`src/rtl/accel_pkg.sv`:
```
// Shared types and sizing helpers for the weight-load path of the PE array.
//  loader_state_e : weight_tile_loader FSM encoding
//  DW_DEF         : default signed weight width
//  ROW_CNT_W/COL_CNT_W : counter widths for the default 8x8 array
//  cnt_w()        : counter width for an arbitrary count, never narrower than 1 bit
package accel_pkg;

   typedef enum logic [1:0] {IDLE, LOAD, DRAIN, DONE} loader_state_e;

   localparam int DW_DEF     = 8;
   localparam int N_ROWS_DEF = 8;
   localparam int N_COLS_DEF = 8;
   localparam int ROW_CNT_W  = $clog2(N_ROWS_DEF);
   localparam int COL_CNT_W  = $clog2(N_COLS_DEF);

   function automatic int cnt_w(input int n);
      return (n > 1) ? $clog2(n) : 1;
   endfunction

endpackage

```
`src/rtl/weight_skew_line.sv`:
```
// Fixed-depth shift register that delays one column's weight so it meets the
// load_weight ripple at the matching PE. Shifts every cycle, no enable.
//  clk : clock
//  rst : synchronous active-high reset, clears every stage
//  d   : signed weight entering the line
//  q   : signed weight leaving the last stage (DEPTH cycles later)
module weight_skew_line #(
   parameter int DEPTH = 1,
   parameter int DW    = 8
) (
   input  logic                 clk,
   input  logic                 rst,
   input  logic signed [DW-1:0] d,
   output logic signed [DW-1:0] q
);

   logic signed [DW-1:0] stage_p [DEPTH];

   always_ff @(posedge clk) begin
      if (rst) begin
         for (int i = 0; i < DEPTH; i++) stage_p[i] <= '0;
      end else begin
         stage_p[0] <= d;
         for (int i = 1; i < DEPTH; i++) stage_p[i] <= stage_p[i-1];
      end
   end

   assign q = stage_p[DEPTH-1];

endmodule

```
`src/rtl/weight_tile_loader.sv`:
```
// Loads one weight tile into the weight-stationary PE array, one row per
// valid/ready beat. Pulses the accepted row's left-edge load_weight and drives
// each column bus skewed by its column index so the data meets the 1-cycle/PE
// load_weight ripple. compute_inhibit keeps MAC enable off while any PE loads.
//  clk             : clock
//  rst             : synchronous active-high reset
//  start           : begin a tile (honoured only when idle)
//  w_valid/w_ready : weight row handshake
//  w_data          : weight row, element c at [c*DW +: DW], signed
//  load_row        : one-hot row load pulse to PE(r,0).load_weight
//  b_col           : per-column weight bus to b_in of every PE in column c
//  compute_inhibit : high from the cycle after start through the done cycle
//  busy            : FSM not idle
//  done            : one-cycle pulse once the whole tile is resident
module weight_tile_loader
   import accel_pkg::*;
#(
   parameter int N_ROWS = 8,
   parameter int N_COLS = 8,
   parameter int DW     = DW_DEF
) (
   input  logic                   clk,
   input  logic                   rst,
   input  logic                   start,
   input  logic                   w_valid,
   output logic                   w_ready,
   input  logic [N_COLS*DW-1:0]   w_data,
   output logic [N_ROWS-1:0]      load_row,
   output logic [N_COLS*DW-1:0]   b_col,
   output logic                   compute_inhibit,
   output logic                   busy,
   output logic                   done
);

   localparam int RCW = cnt_w(N_ROWS);
   localparam int DCW = cnt_w(N_COLS);

   loader_state_e  state;
   logic [RCW-1:0] row_cnt;
   logic [DCW-1:0] drain_cnt;
   logic           accept;

   // w_ready is a registered copy of (state == LOAD), so this is the beat qualifier
   assign accept = w_valid & w_ready;

   // Column skew: column c sees its element c+1 cycles after the accept,
   // exactly when the load_weight ripple reaches PE(r,c). Idle cycles shift in 0.
   for (genvar c = 0; c < N_COLS; c++) begin : g_col
      logic signed [DW-1:0] line_in;
      logic signed [DW-1:0] line_out;

      assign line_in = accept ? w_data[c*DW +: DW] : '0;

      weight_skew_line #(
         .DEPTH (c + 1),
         .DW    (DW)
      ) u_line (
         .clk (clk),
         .rst (rst),
         .d   (line_in),
         .q   (line_out)
      );

      assign b_col[c*DW +: DW] = line_out;
   end

   always_ff @(posedge clk) begin
      if (rst) begin
         state           <= IDLE;
         row_cnt         <= '0;
         drain_cnt       <= '0;
         load_row        <= '0;
         w_ready         <= 1'b0;
         busy            <= 1'b0;
         compute_inhibit <= 1'b0;
         done            <= 1'b0;
      end else begin
         // Row pulse lands one cycle after the accept, aligned with column 0's data
         load_row <= accept ? (N_ROWS'(1) << row_cnt) : '0;
         done     <= 1'b0;

         case (state)
            IDLE: begin
               if (start) begin
                  state           <= LOAD;
                  row_cnt         <= '0;
                  w_ready         <= 1'b1;
                  busy            <= 1'b1;
                  compute_inhibit <= 1'b1;
               end
            end

            LOAD: begin
               if (accept) begin
                  if (row_cnt == RCW'(N_ROWS - 1)) begin
                     state     <= DRAIN;
                     row_cnt   <= '0;
                     drain_cnt <= '0;
                     w_ready   <= 1'b0;
                  end else begin
                     row_cnt <= row_cnt + 1'b1;
                  end
               end
            end

            // Wait for the last row to ripple out to the far column
            DRAIN: begin
               drain_cnt <= drain_cnt + 1'b1;
               if (drain_cnt == DCW'(N_COLS - 1)) begin
                  state <= DONE;
                  done  <= 1'b1;
               end
            end

            DONE: begin
               state           <= IDLE;
               busy            <= 1'b0;
               compute_inhibit <= 1'b0;
            end

            default: begin
               state           <= IDLE;
               w_ready         <= 1'b0;
               busy            <= 1'b0;
               compute_inhibit <= 1'b0;
            end
         endcase
      end
   end

endmodule

```
`config.mk`:
```
export PLATFORM = sky130hd
export DESIGN_NAME = weight_tile_loader
export DESIGN_NICKNAME = d
export VERILOG_FILES = /design/src/rtl/accel_pkg.sv /design/src/rtl/weight_skew_line.sv /design/src/rtl/weight_tile_loader.sv
export SDC_FILE = /design/constraint.sdc
export NUM_CORES = 1
export LEC_CHECK = 0
export ABC_AREA = 1
export ABC_CLOCK_PERIOD_IN_PS = 2400
export BUFFER_PORTS_ARGS = -buffer_cell sky130_fd_sc_hd__buf_2
export CORE_ASPECT_RATIO = 1.5
export CORE_UTILIZATION = 57
export CTS_BUF_LIST = sky130_fd_sc_hd__clkbuf_4 sky130_fd_sc_hd__clkbuf_8
export CTS_CLUSTER_DIAMETER = 30
export DETAILED_ROUTE_END_ITERATION = 7
export GPL_TIMING_DRIVEN = 0
export PLACE_DENSITY = 0.88
export REMOVE_ABC_BUFFERS = 1
export SETUP_SLACK_MARGIN = 0.05
export SLEW_MARGIN = 15
export SYNTH_ARGS = -nofsm -noshare
export SYNTH_HDL_FRONTEND = slang
export SYNTH_HIERARCHICAL = 1
export SYNTH_SLANG_ARGS = --single-unit
```
`constraint.sdc`:
```
create_clock -name clk -period 2.4 [get_ports clk]
set_input_delay 0.6 -clock clk [delete_from_list [all_inputs] [get_ports clk]]
set_output_delay 0.6 -clock clk [all_outputs]
set_load 0.01 [all_outputs]
```
## Word level (Yosys, flattened, before mapping)

Memory sizes are Yosys's and may differ from the RTL's.
Index checks and enable logic that the tools add are counted.

- Shift-type cells: 1
- Bitwise operators: 38
- Eq/ne operators: 9
- Muxes and demuxes: 66
- Reduce and logical (&&, ||, !) cells: 12
- Add/sub/neg operators: 2

Operator list:

| cell | number |
|---|---|
| $mux 8 | 44 |
| $or 1x1->1 | 35 |
| $mux 3 | 5 |
| $pmux 3 s2 | 2 |
| $mux 1 | 8 |
| $mux 2 | 4 |
| $ne 2x2->1 const B | 4 |
| $pmux 2 s4 | 1 |
| $reduce_and 4->1 | 2 |
| $reduce_or 8->1 | 1 |
| $shl 1x3->8 const A | 1 |
| $add 3x1->3 const B | 2 |
| $eq 3x3->1 const B | 2 |
| $reduce_and 3->1 | 2 |
| $reduce_bool 2->1 | 3 |
| $eq 2x2->1 const B | 2 |
| $pmux 1 s2 | 2 |
| $reduce_or 2->1 | 2 |
| $eq 2x1->1 const B | 1 |
| $logic_not 2->1 | 1 |
| $not 1->1 | 2 |
| $reduce_and 2->1 | 1 |
| $and 1x1->1 | 1 |

- Flip-flop bits (word level): 19
- Output and inout port bits: 76
- Memories: 8
- RAM bits: 288
- Bits of input ports: 68
- Logic and storage cells: 143

Memory list:

| memory | depth | width | rd ports | clocked after Yosys merged registers in | wr ports | RTL line | text |
|---|---|---|---|---|---|---|---|
| g_col[7].u_line.stage_p | 8 | 8 | 8 | 0 | 8 | weight_skew_line.sv:17 | `logic signed [DW-1:0] stage_p [DEPTH];` |
| g_col[6].u_line.stage_p | 7 | 8 | 7 | 0 | 7 | weight_skew_line.sv:17 |  |
| g_col[5].u_line.stage_p | 6 | 8 | 6 | 0 | 6 | weight_skew_line.sv:17 |  |
| g_col[4].u_line.stage_p | 5 | 8 | 5 | 0 | 5 | weight_skew_line.sv:17 |  |
| g_col[3].u_line.stage_p | 4 | 8 | 4 | 0 | 4 | weight_skew_line.sv:17 |  |
| g_col[2].u_line.stage_p | 3 | 8 | 3 | 0 | 3 | weight_skew_line.sv:17 |  |
| +2 memories | - | - | - | - | - | - |  |

## Logic depth before layout (Yosys ltp)

Gate-level depths: netlist of the first run.

- Word-level depth: 4
- Mapped depth: 9
- Mapped depth without buffers: 9

## Hierarchy

Netlist of the first run, hierarchy kept.

Modules (own cells, without submodules):

| module | cells an instance | area each (um^2) | instances | seq. area each (um^2) |
|---|---|---|---|---|
| weight_skew_line (g_col[7].u_line) | 199 | 1840.5 | 1 | 1281.2 |
| weight_skew_line (g_col[6].u_line) | 182 | 1662.8 | 1 | 1121.1 |
| weight_tile_loader | 257 | 1440.1 | 1 | 380.4 |
| weight_skew_line (g_col[5].u_line) | 157 | 1425.1 | 1 | 960.9 |
| weight_skew_line (g_col[4].u_line) | 132 | 1206.2 | 1 | 800.8 |
| weight_skew_line (g_col[3].u_line) | 99 | 914.6 | 1 | 640.6 |
| weight_skew_line (g_col[2].u_line) | 82 | 743.2 | 1 | 480.5 |
| weight_skew_line (g_col[1].u_line) | 58 | 534.3 | 1 | 320.3 |
| weight_skew_line (g_col[0].u_line) | 25 | 231.5 | 1 | 160.2 |

## Worst setup path before layout of the first run

OpenSTA, ideal clock, no wires.

- Path type: register to register
- Start point: register state[0]
- End point: register drain_cnt[0]
- Slack: 1.058 ns
- Path buffers: 0
- Library setup time: 0.114 ns
- Data required time: 2.286 ns
- Cell stages (with the launch flop): 8
- Data arrival time: 1.229 ns
- Period minus slack after synthesis: 1.342 ns
- Cell sequence: dfxtp_1 -> inv_1 -> ha_1 -> or2_2 -> nand3_2 -> nand2_1 -> nand2_1 -> nor2_1

- Cells in the longest elaborated chain, start to end: 3
- Elaborated cells between the ends (all ways): 7
- Classes of those cells: 4 x eq/ne; 1 x mux; 2 x reduce/logical

RTL lines:

| what | RTL line | text |
|---|---|---|
| start: declaration | weight_tile_loader.sv:38 | `loader_state_e state;` |
| start signal: assignment | weight_tile_loader.sv:69 | `state <= IDLE;` |
| start signal: assignment | weight_tile_loader.sv:85 | `state <= LOAD;` |
| start signal: assignment | weight_tile_loader.sv:96 | `state <= DRAIN;` |
| $eq 2x1->1 / $eq 2x2->1 (equally long branches) | weight_tile_loader.sv:82 | `case (state)` |
| $ne 2x2->1 (no line) / $reduce_bool 2->1 (equally long branches) | - |  |
| $reduce_and 3->1 (no line) | - |  |
| end signal: assignment | weight_tile_loader.sv:108 | `drain_cnt <= drain_cnt + 1'b1;` |
| end: declaration | weight_tile_loader.sv:40 | `logic [DCW-1:0] drain_cnt;` |

Parallel ways exist; a longest one is shown, timed or not.
A chain may end at the register's enable or synchronous reset.

## Worst setup path in the final report of the first run

- Start point: register w_ready
- End point: register row_cnt[1]

- Cells in the longest elaborated chain, start to end: 3

RTL lines:

| what | RTL line | text |
|---|---|---|
| start: declaration | weight_tile_loader.sv:26 | `output logic w_ready,` |
| start signal: assignment | weight_tile_loader.sv:73 | `w_ready <= 1'b0;` |
| start signal: assignment | weight_tile_loader.sv:87 | `w_ready <= 1'b1;` |
| start signal: assignment | weight_tile_loader.sv:99 | `w_ready <= 1'b0;` |
| $and 1x1->1 | weight_tile_loader.sv:44 | `assign accept = w_valid & w_ready;` |
| $ne 2x2->1 (no line) | - |  |
| $reduce_and 3->1 (no line) | - |  |
| end signal: assignment | weight_tile_loader.sv:101 | `row_cnt <= row_cnt + 1'b1;` |
| end: declaration | weight_tile_loader.sv:39 | `logic [RCW-1:0] row_cnt;` |

Every way passes these cells.

==> impl_metrics.tcl, run 1 <==
set metrics [dict create \
    leakage_nw 5.30 \
    period_needed_ps 1730 \
    ys_seq_area_frac 0.615 \
    synthCells 1191 \
    vias 6344 \
    grtUsageTotal 0.168 \
    drv_cap 0 \
    powerDensity_nw_per_um2 958 \
    yosys_warnings 6 \
    ys_ff_latch 307 \
    finalSetupViolCount 0 \
    drc 0 \
    cts_tree "built" \
    place_congestion 0.770 \
    hpwl_mm 9.10 \
    cp.arrival_ps 2130 \
    hold_class "in2reg" \
    post-place-cells 1471 \
    antenna_found_initial 1 \
    synth_top_area_cell "dfxtp_1" \
    max-vdd-ir-drop_v 0.000716 \
    hold_viol 0 \
    dpl_cell_area_um2 10400 \
    die_w_um 110 \
    yosys.area.top_type_share 0.615 \
    io_pins 144 \
    vias_per_cell 4.08 \
    dieArea_um2 18100 \
    holdBufCountCts 0 \
    whs_ps 358 \
    syn_to_final_growth_pct 14.1 \
    ys_types 20 \
    clk-insertion-delay-late_ps 510 \
    cts_buffers 44 \
    synth_xor_area_frac 0 \
    cts_sinks 307 \
    cts-root-buf "clkbuf_8" \
    path_class "reg2reg" \
    relSlewSlack 0.485 \
    max_freq_mhz 577 \
    overflow 0 \
    async_reset_ff_frac 0 \
    avgSynthCellArea_um2 8.39 \
    grt_pass1_vias 6060 \
    postCtsSetupBuffers 0 \
    tightest_slew_ps 772 \
    synth-compound-area-share 0.00551 \
    postRouteAntennaNets 0 \
    report.final.slew_viol_count 0 \
    wl_per_cell_um 9.61 \
    yosys-top-cells-area "dfxtp_1, inv_1, nor2_1" \
    cp_data_required_time_ps 2800 \
    cp_max_fo 67 \
    muxShareOfSynthArea 0 \
    ctsLongestPathBuffers 3 \
    ys.flop_type "dfxtp_1" \
    finalNetCount 1385 \
    cts.clk_slew.worst_paths_ps 70 \
    drtIter0Drc 258 \
    startpoint_type "flop" \
    status "finished clean" \
    synth_simple_gate_area_frac 0.156 \
    core_um2 17300 \
    grt_max_degree 139 \
    syn-cell-area_um2 10000 \
    synth_top_family_by_area "buffers and inverters" \
    wirelength_mm 14.9 \
    die_h_um 164 \
    fin_area_um2 11400 \
    synth_edf_count 0 \
    port_buffers 143 \
    start_util 0.579 \
    period_share 0.722 \
    num_rows 59 \
    fin_skew_ps 18.2 \
    synthAdderAreaFrac 0.0163 \
    rsz0062_at_grt "no" \
    cp-end-kind "flop" \
    drtPass1Iterations 4 \
    fin_cells 1553 \
    grt_pass1_wl_mm 24.4 \
    drive_above_1_share 0.173 \
    cts_max_level 2 \
    cts_resized 0 \
    fin_util 0.660 \
]
## metrics by stage
step	TNS [ps]	power, mW	worst slack (ps)
floorplan	0	6.19	11.6
global placement	-651830	6.48	-3780
detailed placement	0	6.55	148
CTS	0	11.0	683
global route	0	11.5	444
finish	0	10.9	666
## path summary, 6_finish.rpt
check                                            start                                         to  slack (ps)  cells past startpoint
max                               w_ready$_SDFFE_PP0P_                    row_cnt[1]$_SDFFE_PP0P_         670                      5
min reg2reg  g_col[5].u_line/stage_p[0][34]$_SDFF_PP0_  g_col[5].u_line/stage_p[0][42]$_SDFF_PP0_         390                      2
min                                         w_data[32]   g_col[4].u_line/stage_p[0][0]$_SDFF_PP0_         360                      5
max reg2reg                       w_ready$_SDFFE_PP0P_                    row_cnt[1]$_SDFFE_PP0P_         670                      5
## where the power goes
group	switching, mW	internal, mW	total, mW
clock	1.84	2.64	4.48
sequential	0.0896	5.28	5.37
combinational	0.707	0.372	1.08
total	2.63	8.29	10.9
## critical path, stage by stage, from the launching register on
cell	delay (ps)
dfxtp_1	400
nand2_4	440
nand2_1	290
nand3b_1	190
o21ai_0	230
nor2_1	60
## kinds of logic after synthesis
| family | Yosys count |
|---|---|
| buffers and inverters | 453 |
| and+or+nand+nor | 408 |
| DFF | 307 |
| AOI/OAI and AO/OA | 10 |
| adders and majority gates | 13 |
## state kept, by name, summed over array words and instances (netlist names)
name / flops
busy: 1
g_col.u_line/stage_p: 288
w_ready: 1
done: 1
drain_cnt: 3
state: 2
load_row: 8
row_cnt: 3
## layer usage
metal | GRT usage | vias up | share of wire | routed length, um
met5 | 0 | - | 0 | 0
met4 | 0.0861 | 0 | 0.037 | 548
li1 | - | 3408 | - | -
met3 | 0.0377 | 47 | 0.043 | 646
met1 | 0.158 | 2758 | 0.39 | 5760
met2 | 0.328 | 131 | 0.53 | 7970
## cell usage after synthesis, drive strengths merged, types with 2 or more instances
cell type  instances
nor2             377
inv              374
dfxtp            307
buf               78
nand2             25
ha                13
a21oi              6
nand3              2
nand3b             2
o21ai              2
## cell usage in the layout (no fill, tap or decap), types with 2 or more instances in the layout
cell type	synthesis	final
diode_2	0	2
ha_1	13	13
buf_2	10	142
nor2_2	4	4
a21oi_1	6	6
clkinv_2	0	3
dfxtp_1	307	307
nand2_1	25	24
nand3b_1	2	2
nor2_1	373	373
clkbuf_8	0	56
o21ai_0	2	2
clkinvlp_4	0	4
clkbuf_4	0	13
bufinv_16	0	3
inv_1	374	374
buf_16	0	2
## layout make-up
class | instances | area (um2)
Sequential cell | 307 | 6150
Fill cell | 1344 | 5870
Multi-Input combinational cell | 431 | 1790
Inverter | 375 | 1410
Clock buffer | 69 | 868
Timing Repair Buffer | 145 | 781
Tap cell | 213 | 267
Clock inverter | 11 | 144
Antenna cell | 2 | 5.00
(Power assumes the default switching activity.)
==> run 2, diff against run 1 <==
--- a/config.mk
+++ b/config.mk
@@ -6,7 +6,7 @@
 export NUM_CORES = 1
 export LEC_CHECK = 0
 export ABC_AREA = 1
-export ABC_CLOCK_PERIOD_IN_PS = 2400
+export ABC_CLOCK_PERIOD_IN_PS = 1820
 export BUFFER_PORTS_ARGS = -buffer_cell sky130_fd_sc_hd__buf_2
 export CORE_ASPECT_RATIO = 1.5
 export CORE_UTILIZATION = 57
==> constraint.sdc (replaced) <==
create_clock -name clk -period 1.82 [get_ports clk]
set_input_delay 0.455 -clock clk [delete_from_list [all_inputs] [get_ports clk]]
set_output_delay 0.455 -clock clk [all_outputs]
set_load 0.01 [all_outputs]
==> impl_metrics.tcl, run 2 (same netlist as run 1, synthesis figures left out) <==
set metrics [dict create \
    status "finished clean" \
    start_util 0.579 \
    hold_viol 0 \
    setup_tns_ps 0 \
    worst-path-stages 1 \
    fin_skew_ps 17.6 \
    cp.arrival_ps 1170 \
    clk-insertion-delay-late_ps 510 \
    wl_met3_um 627 \
    vias 6371 \
    grt_pass1_wl_mm 24.4 \
    cts.clk_slew.worst_paths_ps 70 \
    critical-path-top-delay-family "flip-flops" \
    drv_cap 0 \
    cp_data_required_time_ps 1360 \
    powerDensity_nw_per_um2 1260 \
    relSlewSlack 0.623 \
    worstReg2RegEnd "row_cnt[1]$_SDFFE_PP0P_" \
    die_h_um 164 \
    drtPass1Iterations 4 \
    crit_chain "buf_2" \
    port_buffers 143 \
    dieArea_um2 18100 \
    reg_top3 "g_col.u_line/stage_p (288), load_row (8)" \
    overflow 0 \
    grt_pass1_vias 6060 \
    period_share 0.891 \
    io_pins 144 \
    die_w_um 110 \
    cts_sinks 307 \
    whs_ps 214 \
    fin_cells 1553 \
    syn_to_final_growth_pct 14.2 \
    finalNetCount 1385 \
    largest_reg_flops 288 \
    core_um2 17300 \
    drtIter0Drc 247 \
    cts_tree "built" \
    met1Wirelength_mm 5.74 \
    critPathBufInv 1 \
    reg2reg_slack_ps 230 \
    fin_util 0.661 \
    cts_resized 0 \
    cts_max_level 2 \
    min_delay_path_depth 5 \
    wl_per_cell_um 9.66 \
    postCtsSetupBuffers 0 \
    report.final.slew_viol_count 0 \
    ctsLongestPathBuffers 3 \
    period_needed_ps 1620 \
    grtUsageTotal 0.168 \
    max_freq_mhz 617 \
    wirelength_mm 15.0 \
    hpwl_mm 9.10 \
    place_congestion 0.770 \
    highest_layer "met4" \
    cts-root-buf "clkbuf_8" \
    timing.rr.start "w_ready$_SDFFE_PP0P_" \
    fin_area_um2 11400 \
    rsz0062_at_grt "yes" \
    finalSetupViolCount 0 \
    critical-path-max-stage-delay_ps 470 \
    worstRegToRegCells 5 \
    num_rows 59 \
    layout_common_cells "inv_1, nor2_1, dfxtp_1, buf_2, clkbuf_8" \
    cp-endpoint "w_ready" \
    post-place-cells 1471 \
    holdBufCountCts 0 \
    startpoint_type "flop" \
    postRouteAntennaNets 0 \
    grt_max_degree 139 \
    cp_max_fo 3 \
    drive_above_1_share 0.173 \
    crit_path_start "w_ready$_SDFFE_PP0P_" \
    antenna_found_initial 1 \
    cts_buffers 44 \
    top_register "g_col.u_line/stage_p" \
    max-vdd-ir-drop_v 0.000917 \
    hold_class "in2reg" \
    dpl_cell_area_um2 10400 \
    tightest_slew_ps 566 \
    drc 0 \
    leakage_nw 5.30 \
    layout_commonest_cell "inv_1" \
    path_class "reg2out" \
    vias_per_cell 4.10 \
    cp-end-kind "output port" \
    wl_met2_mm 8.09 \
    critPathSlowestCell "dfxtp_1" \
]
## run 2: cell counts in the layout (fill, tap and decap cells not counted)
No cell type changed its count.
## run 2: how the worst min path moves through the flow
stage	start	end	slack, ps
2_1_floorplan	g_col[1].u_line/stage_p[0][2]$_SDFF_PP0_	g_col[1].u_line/stage_p[0][10]$_SDFF_PP0_	390
3_3_place_gp	g_col[2].u_line/stage_p[0][6]$_SDFF_PP0_	g_col[2].u_line/stage_p[0][14]$_SDFF_PP0_	390
3_5_place_dp	g_col[3].u_line/stage_p[0][0]$_SDFF_PP0_	g_col[3].u_line/stage_p[1][0]$_SDFF_PP0_	390
4_1_cts	w_data[32]	g_col[4].u_line/stage_p[0][0]$_SDFF_PP0_	180
5_1_grt	w_data[2]	g_col[0].u_line/stage_p[0][2]$_SDFF_PP0_	210
6_report	w_data[32]	g_col[4].u_line/stage_p[0][0]$_SDFF_PP0_	210
## run 2: report_power, final
group | internal (mW) | leakage, nW | total, mW | switching [mW]
combinational | 0.492 | 2.30 | 1.42 | 0.931
clock | 3.48 | 0.522 | 5.90 | 2.42
sequential | 6.97 | 2.48 | 7.09 | 0.126
## run 2: area by class of cell
cell class	count	area, um2
Timing Repair Buffer	145	781
Inverter	375	1410
Tap cell	213	267
Clock buffer	69	868
Fill cell	1344	5860
Antenna cell	2	5.00
Sequential cell	307	6150
Multi-Input combinational cell	431	1800
Clock inverter	11	144
## run 2: tightest hold or removal path: cells and delay by family
kind | cells | cell delay (ps)
buffers and inverters | 3 | 180
AND/OR/NAND/NOR | 2 | 60
## run 2: per-layer routing
| metal | vias to the layer above | GRT usage |
|---|---|---|
| met5 | - | 0 |
| met4 | 0 | 0.0861 |
| met3 | 45 | 0.0377 |
| met2 | 129 | 0.328 |
| met1 | 2788 | 0.158 |
| li1 | 3409 | - |
## run 2: through the flow
step                worst slack (ps)  total power [mW]
CTS                              103              14.6
global route                    57.2              15.1
floorplan                       -423              8.16
global placement               -4210              8.54
detailed placement              -287              8.64
finish                           198              14.4
==> run 3, diff against run 2 <==
--- a/config.mk
+++ b/config.mk
@@ -16,7 +16,7 @@
 export GPL_TIMING_DRIVEN = 0
 export PLACE_DENSITY = 0.88
 export REMOVE_ABC_BUFFERS = 1
-export SETUP_SLACK_MARGIN = 0.05
+export SETUP_SLACK_MARGIN = 0.4
 export SLEW_MARGIN = 15
 export SYNTH_ARGS = -nofsm -noshare
 export SYNTH_HDL_FRONTEND = slang
==> impl_metrics.tcl, run 3 (same netlist as run 1, synthesis figures left out) <==
set metrics [dict create \
    status "finished clean" \
    tightest_slew_ps 475 \
    vias_per_cell 4.23 \
    seq_power_share 0.479 \
    hold_class "in2reg" \
    cp_max_fo 3 \
    rsz0062_at_grt "yes" \
    fillers 1243 \
    vias 6598 \
    power.total_mw 14.9 \
    critPathBufInv 1 \
    finalSetupViolCount 0 \
    p_comb_frac 0.124 \
    worst-path-stages 1 \
    cts-root-buf "clkbuf_8" \
    report.final.slew_viol_count 0 \
    hold_viol 0 \
    cts_buffers 44 \
    whs_ps 212 \
    syn_to_final_growth_pct 19.9 \
    cp-end-kind "output port" \
    drive_above_1_share 0.227 \
    cts_tree "built" \
    drtPass1Iterations 6 \
    largest_reg_flops 288 \
    p_int_mw 11.2 \
    cts_max_level 2 \
    fin_skew_ps 19.5 \
    switching_share 0.250 \
    p_sw_mw 3.74 \
    layout_common_cells "inv_1, nor2_1, dfxtp_1, buf_2, clkbuf_8" \
    startpoint_type "flop" \
    place_congestion 0.770 \
    die_w_um 110 \
    cp_data_required_time_ps 1360 \
    period_share 0.811 \
    grt_pass1_wl_mm 26.2 \
    finalNetCount 1393 \
    ctsLongestPathBuffers 3 \
    wl_per_cell_um 11.2 \
    drc 0 \
    critical-path-top-delay-family "flip-flops" \
    multi_input_area_um2 1880 \
    start_util 0.579 \
    hpwl_mm 9.10 \
    relSlewSlack 0.683 \
    period_needed_ps 1480 \
    cts.clk_slew.worst_paths_ps 70 \
    holdBufCountCts 0 \
    crit_chain "buf_6" \
    max-vdd-ir-drop_v 0.00108 \
    antenna_found_initial 2 \
    port_buffers 143 \
    max_freq_mhz 677 \
    grtUsageTotal 0.183 \
    reg_top3 "g_col.u_line/stage_p (288), load_row (8)" \
    min_delay_path_depth 5 \
    critPathSlowestCell "dfxtp_4" \
    grt_pass1_vias 6207 \
    io_pins 144 \
    die_h_um 164 \
    critical-path-max-stage-delay_ps 390 \
    num_rows 59 \
    overflow 0 \
    p_clk_frac 0.397 \
    path_class "reg2out" \
    dpl_cell_area_um2 10400 \
    cp.arrival_ps 1020 \
    postRouteAntennaNets 0 \
    dieArea_um2 18100 \
    fin_area_um2 12000 \
    wirelength_mm 17.5 \
    grt_max_degree 96 \
    core_um2 17300 \
    regArea_um2 6220 \
    clk-insertion-delay-late_ps 510 \
    worstRegToRegCells 7 \
    top_register "g_col.u_line/stage_p" \
    drv_cap 0 \
    cts_sinks 307 \
    fin_util 0.694 \
    powerDensity_nw_per_um2 1250 \
    leakage_nw 5.41 \
    drtIter0Drc 299 \
]
-- run 3: cell types whose count changed in the layout (fill, tap and decap cells not counted), sizes merged --
| cell | previous run | this run |
|---|---|---|
| buf | 145 | 151 |
| clkinvlp | 4 | 6 |
| bufbuf | 0 | 1 |
| clkinv | 4 | 3 |
| inv | 375 | 374 |
| nand2 | 25 | 26 |
-- run 3: timing repair --
action	4_1_cts	5_1_grt
pin swaps	0	5
cloned	1	1
resized for setup	42	90
buffers inserted	0	6
endpoints found under the setup margin	60	88
-- run 3: through the flow --
step / setup TNS (ps) / cells / setup WS [ps]
floorplan: -5060 / 1113 / -423
global placement: -785380 / 1469 / -4210
detailed placement: -3460 / 1471 / -287
CTS: 0 / 1552 / 325
global route: 0 / 1560 / 297
finish: 0 / 1561 / 343
-- run 3: routing by layer --
metal  track usage  vias up  wire [um]
li1              -     3431          -
met1         0.171     2948       6340
met2         0.355      162       9680
met3        0.0389       57        734
met4         0.105        0        757
met5             0        -          0
-- run 3: final cells by class --
cell class                 count  area share
sequential                   307       0.519
multi-input combinational    432       0.157
inverter                     375       0.118
timing repair buffer         152      0.0987
clock buffer                  69      0.0724
tap                          213      0.0222
clock inverter                11      0.0120
antenna                        2    0.000417
-- run 3: worst paths after layout --
path	start	to	slack, ps
worst max-delay path	w_ready$_SDFFE_PP0P_	w_ready	340
worst min-delay path	w_data[51]	g_col[6].u_line/stage_p[0][3]$_SDFF_PP0_	210
worst max register to register	state[0]$_SDFFE_PP0P_	row_cnt[0]$_SDFFE_PP0P_	400
worst min register to register	g_col[5].u_line/stage_p[0][34]$_SDFF_PP0_	g_col[5].u_line/stage_p[0][42]$_SDFF_PP0_	390
-- run 3: power by group through the flow --
stage | clock [mW] | sequential [mW] | combinational, mW
4_1_cts | 6.04 | 7.11 | 1.48
5_1_grt | 6.39 | 7.18 | 2.05
2_1_floorplan | 0 | 7.22 | 0.932
3_3_place_gp | 0 | 7.21 | 1.33
6_report | 5.93 | 7.16 | 1.85
3_5_place_dp | 0 | 7.23 | 1.41
-- run 3: worst min-delay path, stage by stage --
cell and delay, ps:
buf_2 90, inv_1 40, nor2_1 30, inv_1 40, nor2_1 30
